$ cat config.mk
export PLATFORM = sky130hd
export DESIGN_NAME = ps2_receive
export DESIGN_NICKNAME = d
export VERILOG_FILES = /design/src/rtl/ps2_pkg.sv /design/src/rtl/ps2_line_filter.sv /design/src/rtl/ps2_receive.sv
export SDC_FILE = /design/constraint.sdc
export NUM_CORES = 1
export LEC_CHECK = 0
export BUFFER_PORTS_ARGS = -buffer_cell sky130_fd_sc_hd__buf_2
export CORE_MARGIN = 8
export CORE_UTILIZATION = 50
export CTS_BUF_LIST = sky130_fd_sc_hd__clkbuf_4 sky130_fd_sc_hd__clkbuf_8
export DETAILED_ROUTE_END_ITERATION = 8
export PLACE_DENSITY = 0.73
export SETUP_SLACK_MARGIN = 0.3
export SLEW_MARGIN = 10
export SYNTH_ARGS = -nofsm -noshare
export SYNTH_HDL_FRONTEND = slang
export SYNTH_SLANG_ARGS = --single-unit
$ cat constraint.sdc
create_clock -name qzt_clk -period 1.6 [get_ports qzt_clk]
set_input_delay 0.08 -clock qzt_clk [delete_from_list [all_inputs] [get_ports qzt_clk]]
set_output_delay 0.08 -clock qzt_clk [all_outputs]
set_load 0.05 [all_outputs]
$ cat src/rtl/ps2_pkg.sv
// Shared PS/2 receive definitions: status codes, FSM encoding, frame constants.
package ps2_pkg;

  localparam logic [3:0] ST_IDLE    = 4'd0;
  localparam logic [3:0] ST_RECV    = 4'd1;
  localparam logic [3:0] ST_OK      = 4'd2;
  localparam logic [3:0] ST_PARITY  = 4'd3;
  localparam logic [3:0] ST_FRAMING = 4'd4;
  localparam logic [3:0] ST_TIMEOUT = 4'd5;

  // Start, eight data bits LSB first, odd parity, stop.
  localparam int FRAME_LEN = 11;

  localparam logic [7:0] BYTE_ACK      = 8'hFA;
  localparam logic [7:0] BYTE_SELFTEST = 8'hAA;

  typedef enum logic [1:0] {
    S_IDLE  = 2'd0,
    S_RECV  = 2'd1,
    S_CHECK = 2'd2
  } rx_state_t;

endpackage

$ cat src/rtl/ps2_line_filter.sv
// PS/2 clock line conditioner: 2-FF synchroniser, FILTER_LEN-sample debounce,
// and a 1-cycle pulse when the debounced level goes 1 -> 0.
module ps2_line_filter #(
  parameter int FILTER_LEN = 8
) (
  input  logic clk,
  input  logic rst,
  input  logic line,
  output logic fall
);

  localparam int CW = $clog2(FILTER_LEN + 1);
  localparam logic [CW-1:0] CNT_LAST = CW'(FILTER_LEN - 1);

  logic          sync_p0;
  logic          sync_p1;
  logic          level;
  logic [CW-1:0] cnt;

  // Two-flop synchroniser; the line idles high.
  always_ff @(posedge clk) begin
    if (rst) begin
      sync_p0 <= 1'b1;
      sync_p1 <= 1'b1;
    end else begin
      sync_p0 <= line;
      sync_p1 <= sync_p0;
    end
  end

  // Accept a new level only after FILTER_LEN consecutive differing samples.
  always_ff @(posedge clk) begin
    if (rst) begin
      level <= 1'b1;
      cnt   <= '0;
      fall  <= 1'b0;
    end else begin
      fall <= 1'b0;
      if (sync_p1 == level) begin
        cnt <= '0;
      end else if (cnt == CNT_LAST) begin
        level <= sync_p1;
        cnt   <= '0;
        fall  <= level;
      end else begin
        cnt <= cnt + 1'b1;
      end
    end
  end

endmodule

$ cat src/rtl/ps2_receive.sv
// Device-to-host PS/2 receiver: deframes 11-bit frames sampled in the qzt_clk
// domain and emits one byte with a valid strobe, or an err strobe with a cause.
// Optional inter-edge watchdog enabled by defining PS2_RX_TIMEOUT_EN.
module ps2_receive
  import ps2_pkg::*;
#(
  parameter int FILTER_LEN  = 8,
  parameter int TIMEOUT_CYC = 100000
) (
  input  logic       qzt_clk,
  input  logic       reset,
  input  logic       enable,
  input  logic       PS2C,
  input  logic       PS2D,
  output logic [7:0] data,
  output logic       valid,
  output logic       err,
  output logic [3:0] status
);

`ifdef PS2_RX_TIMEOUT_EN
  localparam bit TO_EN = 1'b1;
`else
  localparam bit TO_EN = 1'b0;
`endif

  localparam logic [16:0] TO_LAST  = 17'(TIMEOUT_CYC - 1);
  localparam logic [3:0]  BIT_LAST = 4'(FRAME_LEN - 1);

  logic        fall;
  logic        ps2d_p0;
  logic        ps2d_p1;

  rx_state_t   state,   state_nxt;
  logic [3:0]  bit_cnt, bit_cnt_nxt;
  logic [10:0] sr,      sr_nxt;
  logic [16:0] wd,      wd_nxt;
  logic [7:0]  data_nxt;
  logic [3:0]  status_nxt;
  logic        valid_nxt;
  logic        err_nxt;
  logic [10:0] frame_w;

  ps2_line_filter #(
    .FILTER_LEN(FILTER_LEN)
  ) u_clk_filter (
    .clk (qzt_clk),
    .rst (reset),
    .line(PS2C),
    .fall(fall)
  );

  // PS2D only needs synchronising: it is sampled mid-low of a debounced clock.
  always_ff @(posedge qzt_clk) begin
    if (reset) begin
      ps2d_p0 <= 1'b1;
      ps2d_p1 <= 1'b1;
    end else begin
      ps2d_p0 <= PS2D;
      ps2d_p1 <= ps2d_p0;
    end
  end

  // Frame as it will look once the current data bit is shifted in.
  assign frame_w = {ps2d_p1, sr[10:1]};

  // State, shift register, watchdog and registered outputs.
  always_ff @(posedge qzt_clk) begin
    if (reset) begin
      state   <= S_IDLE;
      bit_cnt <= '0;
      sr      <= '0;
      wd      <= '0;
      data    <= 8'h00;
      valid   <= 1'b0;
      err     <= 1'b0;
      status  <= ST_IDLE;
    end else begin
      state   <= state_nxt;
      bit_cnt <= bit_cnt_nxt;
      sr      <= sr_nxt;
      wd      <= wd_nxt;
      data    <= data_nxt;
      valid   <= valid_nxt;
      err     <= err_nxt;
      status  <= status_nxt;
    end
  end

  // Next-state logic; the frame is judged on its 11th edge so the strobe
  // lands in the single CHECK cycle that follows.
  always_comb begin
    state_nxt   = state;
    bit_cnt_nxt = bit_cnt;
    sr_nxt      = sr;
    wd_nxt      = wd;
    data_nxt    = data;
    status_nxt  = status;
    valid_nxt   = 1'b0;
    err_nxt     = 1'b0;

    if (!enable) begin
      // Disabling wins over a coincident edge; status is left as it was.
      state_nxt   = S_IDLE;
      bit_cnt_nxt = '0;
      wd_nxt      = '0;
    end else begin
      case (state)
        S_IDLE: begin
          if (fall) begin
            state_nxt   = S_RECV;
            sr_nxt      = {ps2d_p1, 10'b0};
            bit_cnt_nxt = 4'd1;
            wd_nxt      = '0;
            status_nxt  = ST_RECV;
          end
        end
        S_RECV: begin
          if (fall) begin
            sr_nxt      = frame_w;
            bit_cnt_nxt = bit_cnt + 4'd1;
            wd_nxt      = '0;
            if (bit_cnt == BIT_LAST) begin
              state_nxt   = S_CHECK;
              bit_cnt_nxt = '0;
              if (frame_w[0] || !frame_w[10]) begin
                err_nxt    = 1'b1;
                status_nxt = ST_FRAMING;
              end else if (!(^frame_w[9:1])) begin
                err_nxt    = 1'b1;
                status_nxt = ST_PARITY;
              end else begin
                valid_nxt  = 1'b1;
                data_nxt   = frame_w[8:1];
                status_nxt = ST_OK;
              end
            end
          end else if (TO_EN && wd == TO_LAST) begin
            state_nxt   = S_IDLE;
            bit_cnt_nxt = '0;
            wd_nxt      = '0;
            err_nxt     = 1'b1;
            status_nxt  = ST_TIMEOUT;
          end else if (TO_EN) begin
            wd_nxt = wd + 17'd1;
          end
        end
        S_CHECK: begin
          state_nxt = S_IDLE;
        end
        default: begin
          state_nxt   = S_IDLE;
          bit_cnt_nxt = '0;
        end
      endcase
    end
  end

endmodule
# --- Word level (Yosys, flattened, before mapping) ---
# Cells that the tools add are included.
# Widths: inputs -> output; s select.
totals:
  reg_bits: 41
  in_bits: 5
  output_inout_bits: 14
  word_cells: 67
op_classes:
  n_addsub: 2
  n_eq_ne: 8
  mux: 19
  bitwise: 8
  reduce_logical: 16
ops:
  columns: ["operator", "count"]
  rows:
  - ["$mux 11", 2]
  - ["$pmux 11 s2", 1]
  - ["$mux 4", 5]
  - ["$pmux 4 s3", 1]
  - ["$reduce_xor 9->1", 1]
  - ["$add 4x1->4 const B", 2]
  - ["$not 1->1", 8]
  - ["$pmux 4 s2", 1]
  - ["$mux 2", 3]
  - ["$reduce_and 3->1", 2]
  - ["$reduce_and 6->1", 1]
  - ["$reduce_or 3->1", 2]
  - ["$reduce_or 6->1", 1]
  - ["$reduce_and 5->1", 1]
  - ["$reduce_or 5->1", 1]
  - ["$eq 4x3->1 const B", 1]
  - ["$eq 4x4->1 const B", 1]
  - ["$mux 1", 4]
  - ["$ne 2x1->1 const B", 2]
  - ["$pmux 2 s2", 1]
  - ["$reduce_and 4->1", 1]
  - ["$mux 3", 1]
  - ["$eq 2x1->1 const B", 1]
  - ["$eq 2x2->1 const B", 1]
  - ["other kinds (8)", 8]

# --- Logic depth before layout (Yosys ltp) ---
# Gate-level depths: netlist of run 1.
depth:
  word_depth: 6
  depth_mapped: 7
  depth_no_buf: 6

# --- Modules after synthesis ---
# From an unflattened synthesis of run 1, not the netlist that was laid out.
hier_totals:
  cells_unflattened: 187
  area_unflattened_um2: 1737.9
modules_own_cells:
  columns: ["mod", "n_inst", "cells_per_inst", "area_each_um2", "seq_area_each_um2"]
  rows:
  - ["ps2_receive", 1, 162, 1456.4, 620.6]
  - ["ps2_line_filter", 1, 25, 281.5, 160.2]

# --- Worst setup path before layout of run 1 ---
# No wires, ideal clock.
synth_timing:
  path_kind: "reg2reg"
  from: "register bit_cnt[0]"
  to: "register bit_cnt[2]"
  setup_time_ps: 70
  arrival_time_ps: 1563
  required_ps: 1530
  slack_ps: -33
  stages_incl_launch_ff: 7
  path_buffers: 0
  period_less_slack_ps: 1633
  path_cell_list: "dfxtp_1 inv_1 ha_1 nand3b_1 nand2_1 or4b_2 a21oi_1"
synth_via:
  elab_chain_cells: 4
  word_cells_on_any_way: 5
  classes_between: "add/sub (1); eq/ne (1); mux (3)"
synth_rtl:
  columns: ["item", "line_no", "source"]
  rows:
  - ["from (decl)", "ps2_receive.sv:35", "logic [3:0] bit_cnt, bit_cnt_nxt;"]
  - ["from (signal assigned)", "ps2_receive.sv:80", "bit_cnt <= bit_cnt_nxt;"]
  - ["$add 4x1->4 or $eq 4x4->1 (tied branches)", "ps2_receive.sv:121, ps2_receive.sv:123", null]
  - ["$mux 4 *", "ps2_receive.sv:123", "if (bit_cnt == BIT_LAST) begin"]
  - ["$mux 4 *", "ps2_receive.sv:119", "if (fall) begin"]
  - ["$pmux 4 s3 *", "ps2_receive.sv:108", "case (state)"]
# Every way passes the cells marked *; elsewhere a longest branch is shown, timed or not. The select of a mux whose other input is x is not followed.
# A chain may end at the register's enable or synchronous reset.

# --- Final worst setup path of run 1 ---
layout_timing:
  from: "register sr[3]"
  to: "register data[7]"
layout_via:
  elab_chain_cells: 2
layout_rtl:
  columns: ["item", "line_no", "source"]
  rows:
  - ["from (decl)", "ps2_receive.sv:36", "logic [10:0] sr, sr_nxt;"]
  - ["from (signal assigned)", "ps2_receive.sv:81", "sr <= sr_nxt;"]
  - ["$reduce_xor 9->1", "ps2_receive.sv:129", "end else if (!(^frame_w[9:1])) begin"]
  - ["$reduce_and 6->1 (no line)", null, null]
  - ["to (signal assigned)", "ps2_receive.sv:83", "data <= data_nxt;"]
  - ["to (decl)", "ps2_receive.sv:15", "output logic [7:0] data,"]
# Every way passes these cells.

==> impl_metrics.tcl, run 1 <==
set metrics [dict create \
    min_path_cells 3 \
    holdWs_ns 0.158 \
    wirelength_mm 3.65 \
    r2r.worst_path.cells 4 \
    skew_ns 0.0124 \
    syn_avg_cell_area_um2 9.21 \
    diodes 0 \
    multi_input_area_um2 950 \
    nets 231 \
    start_kind "flop" \
    critical_path_class "flop to flop" \
    die-area_mm2 0.00551 \
    die_y_um 74.2 \
    synth.distinct_cells 37 \
    worstReg2RegEnd "data[7]" \
    status "complete, but fails checks" \
    ctsLongestPathBuffers 2 \
    synth_ff_type "dfxtp_1" \
    clkTransAtPathRegs_ns 0.12 \
    timing.rr.start "sr[3]" \
    power.internal_w 0.00136 \
    setup_viol 6 \
    cts-htree-levels 2 \
    synthesis.area_mm2 0.00170 \
    wl_per_cell_um 13.5 \
    vias 1396 \
    fin_util_pct 65.8 \
    p_per_area_mw_per_mm2 794 \
    grt_first_pass_wirelength_mm 5.99 \
    yosys_warnings 0 \
    pwr-share-seq_pct 57.1 \
    place_congestion 0.873 \
    power_frac_clock_pct 40.2 \
    numCtsBuffers 5 \
    hpwl_mm 2.40 \
    critical_path_arrival_ns 1.87 \
    layout_commonest_cell "dfxtp_1" \
    hold_violations 0 \
    p_total_w 0.00171 \
    grt-ovfl-total 0 \
    grt_util_all_layers_pct 14.3 \
    drv_slew 0 \
    io_buffer_count 17 \
    grt_max_degree 39 \
    hp-class "input pin to flop" \
    violations "setup timing" \
    max_clock_freq_ghz 0.618 \
    start_util_pct 51.6 \
    vias_per_cell 5.17 \
    crit_path_end "data[7]" \
    drt-initial-drc-count 82 \
    fin_crit_sh_pct 101 \
    cts_tree "built" \
    fill_cells 265 \
    drc 0 \
    tns_ns -0.0613 \
    netlist_instances 184 \
    cp_max_fo 8 \
    ys_seq_elements 39 \
    drv_cap 0 \
    synth-edff-count 0 \
    tightest_slew_ns 0.544 \
    firstDrtPassIters 4 \
    power_switching_w 0.000350 \
    row_count 21 \
    cp_data_required_time_ns 1.85 \
    clock_sink_count 39 \
    postLayoutSetupSlackWorst_ns -0.0176 \
    max-vdd-ir-drop_mv 0.529 \
    clock_latency_ns 0.36 \
    cp-startpoint "sr[3]" \
    ant_nets 0 \
    drive_above_1_share_pct 34.8 \
    die_w_um 74.2 \
    core_mm2 0.00328 \
    root_buffer "clkbuf_4" \
    grt_antenna_before_repair 0 \
    final_cell_mix "dfxtp_1, buf_4, nand2b_1" \
    r2r_setup_slack_ns -0.02 \
    p_leak_nw 0.833 \
    async_flop_share_pct 0 \
    relSlewSlack_pct 63.7 \
    combinationalPowerShare_pct 2.7 \
    syn_nets 192 \
    pin_count 19 \
    seqCellArea_um2 792 \
    ys_seq_area_share_pct 46.1 \
    min_period_ns 1.62 \
    grt_pass1_vias 1383 \
    area_growth_pct 27.4 \
    p_sw_share_pct 20.4 \
    end_kind "flop" \
    grt_setup_unrepaired "true" \
]
## cell type report
cell class / instances / share of cell area, %
timing repair buffer: 40 / 12.3
multi-input combinational: 135 / 44.0
clock inverter: 2 / 1.62
clock buffer: 6 / 2.38
tap: 46 / 2.67
inverter: 2 / 0.348
sequential: 39 / 36.7
## synth_stat cells (2+ instances only)
master,count,share of area [%]
a22oi_1,2,0.89
nor2_1,16,3.5
mux2i_1,8,4.7
nand2b_1,18,6.6
inv_1,2,0.44
nand3_1,12,3.5
or2_2,5,1.8
and3b_1,2,1.0
nor2b_1,6,2.2
nand2_1,17,3.8
xor2_1,3,1.6
ha_1,3,2.2
xnor3_1,2,2.7
nor4_1,2,0.74
o21ai_0,2,0.59
and3_1,3,1.1
a21oi_1,15,4.4
dfxtp_1,39,46
xnor2_1,4,2.1
clkbuf_1,6,1.3
## per-stage QoR
| step | setup WS, ns | cells | cell area (um2) |
|---|---|---|---|
| after global routing | -0.0926 | 270 | 2160 |
| after global placement | 0.0388 | 253 | 1910 |
| after CTS | -0.0221 | 269 | 2120 |
| after detailed placement | -0.0561 | 253 | 1910 |
| final | -0.0176 | 270 | 2160 |
| after floorplan | 0.0360 | 184 | 1700 |
## power by group through the flow
stage	clock (W)	combinational, W	sequential (W)
floorplan	0	0.0000320	0.00100
detailed placement	0	0.0000405	0.00100
global placement	0	0.0000396	0.00100
CTS	0.000718	0.0000454	0.000978
global route	0.000757	0.0000513	0.000979
finish	0.000690	0.0000463	0.000978
## cells by family after synthesis
kind of cell	synth area share, %
AOI/OAI and AO/OA	8.86
buffers and inverters	2.88
and+or+nand+nor	27.9
xor gates and xnor gates	6.27
adders and majority gates	2.21
muxes	5.61
DFF	46.1
other	0.221
## sequential cells by signal (all words and copies together) (netlist names), 2 cells and up
register and flops:
sr 10, state 2, bit_cnt 4, data 8, status 3, u_clk_filter.cnt 4
## critical path, stage by stage, from the launching register on
cell and delay [ns]:
dfxtp_2 0.34, xnor2_1 0.15, xnor3_2 0.48, mux2_4 0.40, mux2i_1 0.14
## routing by layer
layer	vias up	share of wire (%)	global-route usage (%)
met1	667	43	14.3
met2	23	50	24.0
met4	0	1.7	8.48
li1	701	-	-
met3	5	5.7	6.60
met5	-	0	0
## worst min path at each step
stage | slack, ns | to | start
final | 0.16 | bit_cnt[2] | enable
after global routing | 0.16 | bit_cnt[2] | enable
after CTS | 0.10 | bit_cnt[2] | enable
after detailed placement | 0.26 | ps2d_p0 | PS2D
after global placement | 0.26 | ps2d_p0 | PS2D
after floorplan | 0.18 | ps2d_p0 | PS2D
## repair_timing
action,CTS,global route
buffers inserted,6,1
pin swaps,7,4
hold buffers,2,0
endpoints found under the hold margin,2,0
endpoints found under the setup margin,23,31
resized for setup,14,12
No activity file was read; power rests on OpenSTA's default activity.
==> inputs of run 2 (changes only) <==
--- a/config.mk
+++ b/config.mk
@@ -10,7 +10,7 @@
 export CORE_UTILIZATION = 50
 export CTS_BUF_LIST = sky130_fd_sc_hd__clkbuf_4 sky130_fd_sc_hd__clkbuf_8
 export DETAILED_ROUTE_END_ITERATION = 8
-export PLACE_DENSITY = 0.73
+export PLACE_DENSITY = 0.7
 export SETUP_SLACK_MARGIN = 0.3
 export SLEW_MARGIN = 10
 export SYNTH_ARGS = -nofsm -noshare
==> constraint.sdc (replaced) <==
create_clock -name qzt_clk -period 1.5 [get_ports qzt_clk]
set_input_delay 0.075 -clock qzt_clk [delete_from_list [all_inputs] [get_ports qzt_clk]]
set_output_delay 0.075 -clock qzt_clk [all_outputs]
set_load 0.05 [all_outputs]
==> run 2 against run 1 <==
The run still ends with setup timing left. Register-to-register slack got worse by 0.13 ns. Sequential cell count did not move. Clock skew fell by 0.0036 ns. Core utilization rose by 5.0 points. Count of clock-buffer cells in the layout shrank 1. Highest routed layer unchanged.
==> impl_metrics.tcl, run 2 (same netlist as run 1, synthesis figures left out) <==
set metrics [dict create \
    place_inst 260 \
    grt_setup_unrepaired "true" \
    end_kind "flop" \
    p_per_area_mw_per_mm2 772 \
    start_util_pct 51.6 \
    nets 240 \
    grt_first_pass_wirelength_mm 5.71 \
    cpPeakStageDelay_ns 0.48 \
    drt-initial-drc-count 72 \
    place_congestion 0.897 \
    grt-ovfl-total 0 \
    grt_util_all_layers_pct 13.1 \
    multi_input_area_mm2 0.00102 \
    p_leak_nw 0.882 \
    cp-startpoint "sr[5]" \
    place_area_mm2 0.00196 \
    hp-class "input pin to flop" \
    min_path_cells 2 \
    wl_per_cell_um 13.7 \
    drc 0 \
    hpwl_mm 2.46 \
    clock_latency_ns 0.34 \
    timing.rr.start "sr[5]" \
    largest_reg_flops 10 \
    die_w_um 74.2 \
    pin_count 19 \
    root_buffer "clkbuf_4" \
    cp_cell_sequence "xnor2_2 > xnor3_2 > mux2_4 > mux2i_1" \
    cts-htree-levels 2 \
    grt_pass1_vias 1395 \
    min_period_ns 1.64 \
    die_y_um 74.2 \
    firstDrtPassIters 4 \
    start_kind "flop" \
    violations "setup timing" \
    core_mm2 0.00328 \
    critical-path-slowest-cell "xnor3_2" \
    die-area_mm2 0.00551 \
    drive_above_1_share_pct 45.1 \
    ant_nets 0 \
    cp_data_required_time_ns 1.73 \
    cts_tree "built" \
    critical_path_arrival_ns 1.88 \
    diodes 0 \
    reg_top3 "sr x10, data x8" \
    seqCellArea_um2 801 \
    ctsLongestPathBuffers 2 \
    vias 1492 \
    grt_max_degree 26 \
    fin_cells 279 \
    wirelength_mm 3.82 \
    fin_crit_sh_pct 110 \
    io_buffer_count 17 \
    r2r.worst_path.cells 4 \
    row_count 21 \
    final_cell_mix "dfxtp_1, buf_4, nand2b_1" \
    holdWs_ns 0.150 \
    grt_antenna_before_repair 0 \
    place_ws_ns -0.185 \
    clkTransAtPathRegs_ns 0.11 \
    postLayoutSetupSlackWorst_ns -0.143 \
    final_area_mm2 0.00232 \
    cp_max_fo 8 \
    setup_viol 11 \
    max_clock_freq_ghz 0.609 \
    top_register "sr" \
    drv_cap 0 \
    clock_sink_count 39 \
    holdCritStartpoint "reset" \
    area_growth_pct 37.0 \
    max-vdd-ir-drop_mv 0.744 \
    vias_per_cell 5.35 \
    skew_ns 0.00879 \
    drv_slew 0 \
    status "complete, but fails checks" \
    hold_violations 0 \
    critical_path_class "flop to flop" \
    fill_cells 255 \
    numCtsBuffers 5 \
]
==> run 2: cell count changes in the layout (fill, tap and decap cells not counted), moves of 3 or more <==
cell / delta
buf_4: +5
dfxtp_2: +4
dfxtp_1: -5
buf_6: +3
==> run 2: final timing paths <==
kind / endpoint / slack, ns
max: data[1] / -0.14
min: status[1] / 0.15
max reg2reg: data[1] / -0.14
min reg2reg: ps2d_p1 / 0.43
==> run 2: where the power goes <==
group	total [W]	switching, W	internal, W
Combinational	0.0000543	0.0000305	0.0000238
Clock	0.000697	0.000346	0.000351
Sequential	0.00104	0.00000333	0.00104
Total	0.00179	0.000380	0.00141
==> run 2: area by class of cell <==
type,instances,area share [%]
Clock buffer,5,1.62
Inverter,2,0.323
Sequential cell,39,34.5
Clock inverter,3,1.88
Tap cell,46,2.48
Multi-Input combinational cell,135,43.8
Timing Repair Buffer,49,15.4
==> run 2: routing by layer <==
metal,part of all wire [%],GRT usage [%],up-vias
met2,54,24.6,36
met1,40,13.4,737
met4,0.89,4.13,0
met3,5.3,4.18,5
met5,0,0,-
li1,-,-,714
==> run 2: worst max-delay path, delay by kind of cell (launching register included) <==
kind	cells	cell delay, ns
XOR/XNOR	2	0.64
multiplexers	2	0.55
flip-flops	1	0.35
==> run 2: per-stage QoR <==
step	power, W	setup TNS, ns	utilization, %
final	0.00179	-1.16	70.7
after global routing	0.00187	-1.84	70.7
after CTS	0.00182	-1.08	66.2
after detailed placement	0.00111	-1.43	59.7
after floorplan	0.00110	-0.567	-
after global placement	0.00111	-1.11	59.7
==> run 2: repair_timing <==
| action | CTS | global route |
|---|---|---|
| endpoints found under the setup margin | 33 | 33 |
| pin swaps | 10 | 15 |
| endpoints found under the hold margin | 2 | 0 |
| resized for setup | 23 | 29 |
| hold buffers | 2 | 0 |
| setup buffers | 5 | 4 |
==> inputs of run 3 (changes only) <==
--- a/config.mk
+++ b/config.mk
@@ -5,6 +5,7 @@
 export SDC_FILE = /design/constraint.sdc
 export NUM_CORES = 1
 export LEC_CHECK = 0
+export ABC_AREA = 1
 export BUFFER_PORTS_ARGS = -buffer_cell sky130_fd_sc_hd__buf_2
 export CORE_MARGIN = 8
 export CORE_UTILIZATION = 50
==> run 3 against run 2 <==
The run now ends clean. Register-to-register slack improved by 0.15 ns. Die area rose by 2.7%. Total power rose by 3.2%. Clock skew rose by 0.0039 ns. Critical endpoint is now data[3]. Sequential share of layout area fell by 2.7 points. Sequential cell count did not move. Critical path type unchanged. Via count rose by 14%. Worst hold slack got worse by 0.12 ns.
==> impl_metrics.tcl, run 3 <==
set metrics [dict create \
    top_register "sr" \
    synthesis.area_mm2 0.00175 \
    ys_seq_elements 39 \
    hp-class "input pin to flop" \
    numCtsBuffers 5 \
    synth.top_cells.by_area "dfxtp_1, nand2_1, inv_1" \
    drv_cap 0 \
    tns_ns 0 \
    drive_above_1_share_pct 47.9 \
    grt_setup_unrepaired "true" \
    grt_pass1_vias 1524 \
    fill_cells 265 \
    max-vdd-ir-drop_mv 0.646 \
    critical_path_class "flop to flop" \
    synth_top_family_by_area "simple AND/OR/NAND/NOR gates" \
    ctsLongestPathBuffers 2 \
    grt_util_all_layers_pct 14.9 \
    cts_tree "built" \
    status "finished, final reports clean" \
    pin_count 19 \
    synth_mux_area_share_pct 0 \
    cp_data_required_time_ns 1.78 \
    wl_per_cell_um 14.0 \
    setup_viol 0 \
    clkTransAtPathRegs_ns 0.12 \
    synth_ff_type "dfxtp_1" \
    p_per_area_mw_per_mm2 730 \
    hpwl_mm 2.47 \
    min_period_ns 1.50 \
    synthAdderAreaFrac_pct 2.14 \
    root_buffer "clkbuf_4" \
    clock_latency_ns 0.36 \
    die_w_um 75.2 \
    grt_max_degree 18 \
    firstDrtPassIters 4 \
    io_buffer_count 17 \
    cts-htree-levels 2 \
    reg_top3 "sr x10, data x8" \
    area_growth_pct 44.4 \
    yosys_warnings 0 \
    syn_nets 247 \
    multi_input_area_mm2 0.00108 \
    place_congestion 0.793 \
    cp_max_fo 5 \
    start_kind "flop" \
    seqCellArea_um2 805 \
    fin_crit_sh_pct 99.8 \
    ant_nets 0 \
    yosysTopAreaCell "dfxtp_1" \
    end_kind "flop" \
    diodes 0 \
    synth.distinct_cells 29 \
    synth_top_cell_area_share_pct 44.5 \
    synth-compound-area-share_pct 11.3 \
    largest_reg_flops 10 \
    layout_commonest_cell "nand2_1" \
    ys_seq_area_share_pct 44.5 \
    holdWs_ns 0.0331 \
    drt-initial-drc-count 76 \
    skew_ns 0.0127 \
    syn_avg_cell_area_um2 7.34 \
    synth.most_common_cell "nand2_1" \
    max_clock_freq_ghz 0.668 \
    vias 1694 \
    die_y_um 75.2 \
    p_leak_nw 1.10 \
    grt_antenna_before_repair 0 \
    netlist_instances 239 \
    clock_sink_count 39 \
    grt-ovfl-total 0 \
    core_mm2 0.00336 \
    hold_violations 0 \
    grt_first_pass_wirelength_mm 6.44 \
    synth-simple-area-share_pct 28.1 \
    yosys.area_share.xor_xnor_pct 2.50 \
    start_util_pct 52.2 \
    nets 289 \
    vias_per_cell 5.16 \
    wirelength_mm 4.60 \
    critical_path_arrival_ns 1.77 \
    row_count 21 \
    die-area_mm2 0.00566 \
    drc 0 \
    drv_slew 0 \
    async_flop_share_pct 0 \
    synth-edff-count 0 \
    final_cell_mix "nand2_1, inv_1, dfxtp_1" \
    synth_commonest_cells "nand2_1, dfxtp_1, inv_1, nor2_1, a21oi_1" \
]
-- run 3: critical path, stage by stage, from the launching register on --
cell	delay, ns
dfxtp_2	0.37
inv_2	0.06
nand2_2	0.09
nand2_2	0.05
nand2_2	0.09
nand2_2	0.07
nand2_1	0.09
nand3_2	0.10
nand2_4	0.13
buf_6	0.12
nand4_1	0.10
nand2_1	0.12
nor2_2	0.04
-- run 3: kinds of logic (layout without fill, tap and decap cells) --
kind of cell	Yosys count	in the layout
XOR/XNOR	5	5
adder cells (fa/ha/maj)	3	3
AND/OR/NAND/NOR	107	109
AO/OA/AOI/OAI	33	33
buffers and inverters	51	92
other	1	1
flip-flops	39	39
-- run 3: repair_timing --
action / 4_1_cts / 5_1_grt
buffers inserted: 8 / 9
resized for setup: 30 / 63
pin swaps: 12 / 12
hold buffers: 2 / 0
hold endpoints to repair: 2 / 0
cloned: 1 / 2
endpoints found under the setup margin: 21 / 33
-- run 3: area by class of cell --
cell class                 instances  area share [%]
tap                               46            2.27
clock inverter                     2            1.38
inverter                          42            6.81
sequential                        39            31.8
timing repair buffer              42            13.2
clock buffer                       6            2.02
multi-input combinational        151            42.6
-- run 3: path summary, 6_finish.rpt --
| check | from | to | slack (ns) | cells past startpoint |
|---|---|---|---|---|
| setup / recovery | sr[3] | data[3] | 0.004 | 12 |
| hold / removal | reset | bit_cnt[2] | 0.03 | 4 |
| setup reg to reg | sr[3] | data[3] | 0.004 | 12 |
| hold reg to reg | ps2d_p0 | ps2d_p1 | 0.43 | 1 |
-- run 3: power breakdown --
part / total [W] / internal, W / switching [W]
Combinational: 0.0000594 / 0.0000188 / 0.0000406
Sequential: 0.00104 / 0.00104 / 0.00000308
Clock: 0.000751 / 0.000394 / 0.000357
Total: 0.00185 / 0.00145 / 0.000401
-- run 3: routing by layer --
layer | global-route usage [%] | share of wire [%] | up-vias
met4 | 7.89 | 3.2 | 0
met5 | 0 | 0 | -
li1 | - | - | 848
met1 | 16.6 | 42 | 784
met2 | 24.3 | 50 | 45
met3 | 5.33 | 4.8 | 17
-- run 3: metrics by stage --
stage | setup WS (ns) | cell area (um2) | utilization, % | cells | power (W)
finish | 0.00369 | 2530 | 75.3 | 328 | 0.00185
global route | -0.132 | 2530 | 75.3 | 328 | 0.00192
CTS | 0.0316 | 2200 | 65.4 | 317 | 0.00187
detailed placement | 0.0370 | 1940 | 57.6 | 298 | 0.00112
global placement | 0.0562 | 1940 | 57.6 | 298 | 0.00111
floorplan | 0.137 | 1790 | - | 239 | 0.00110
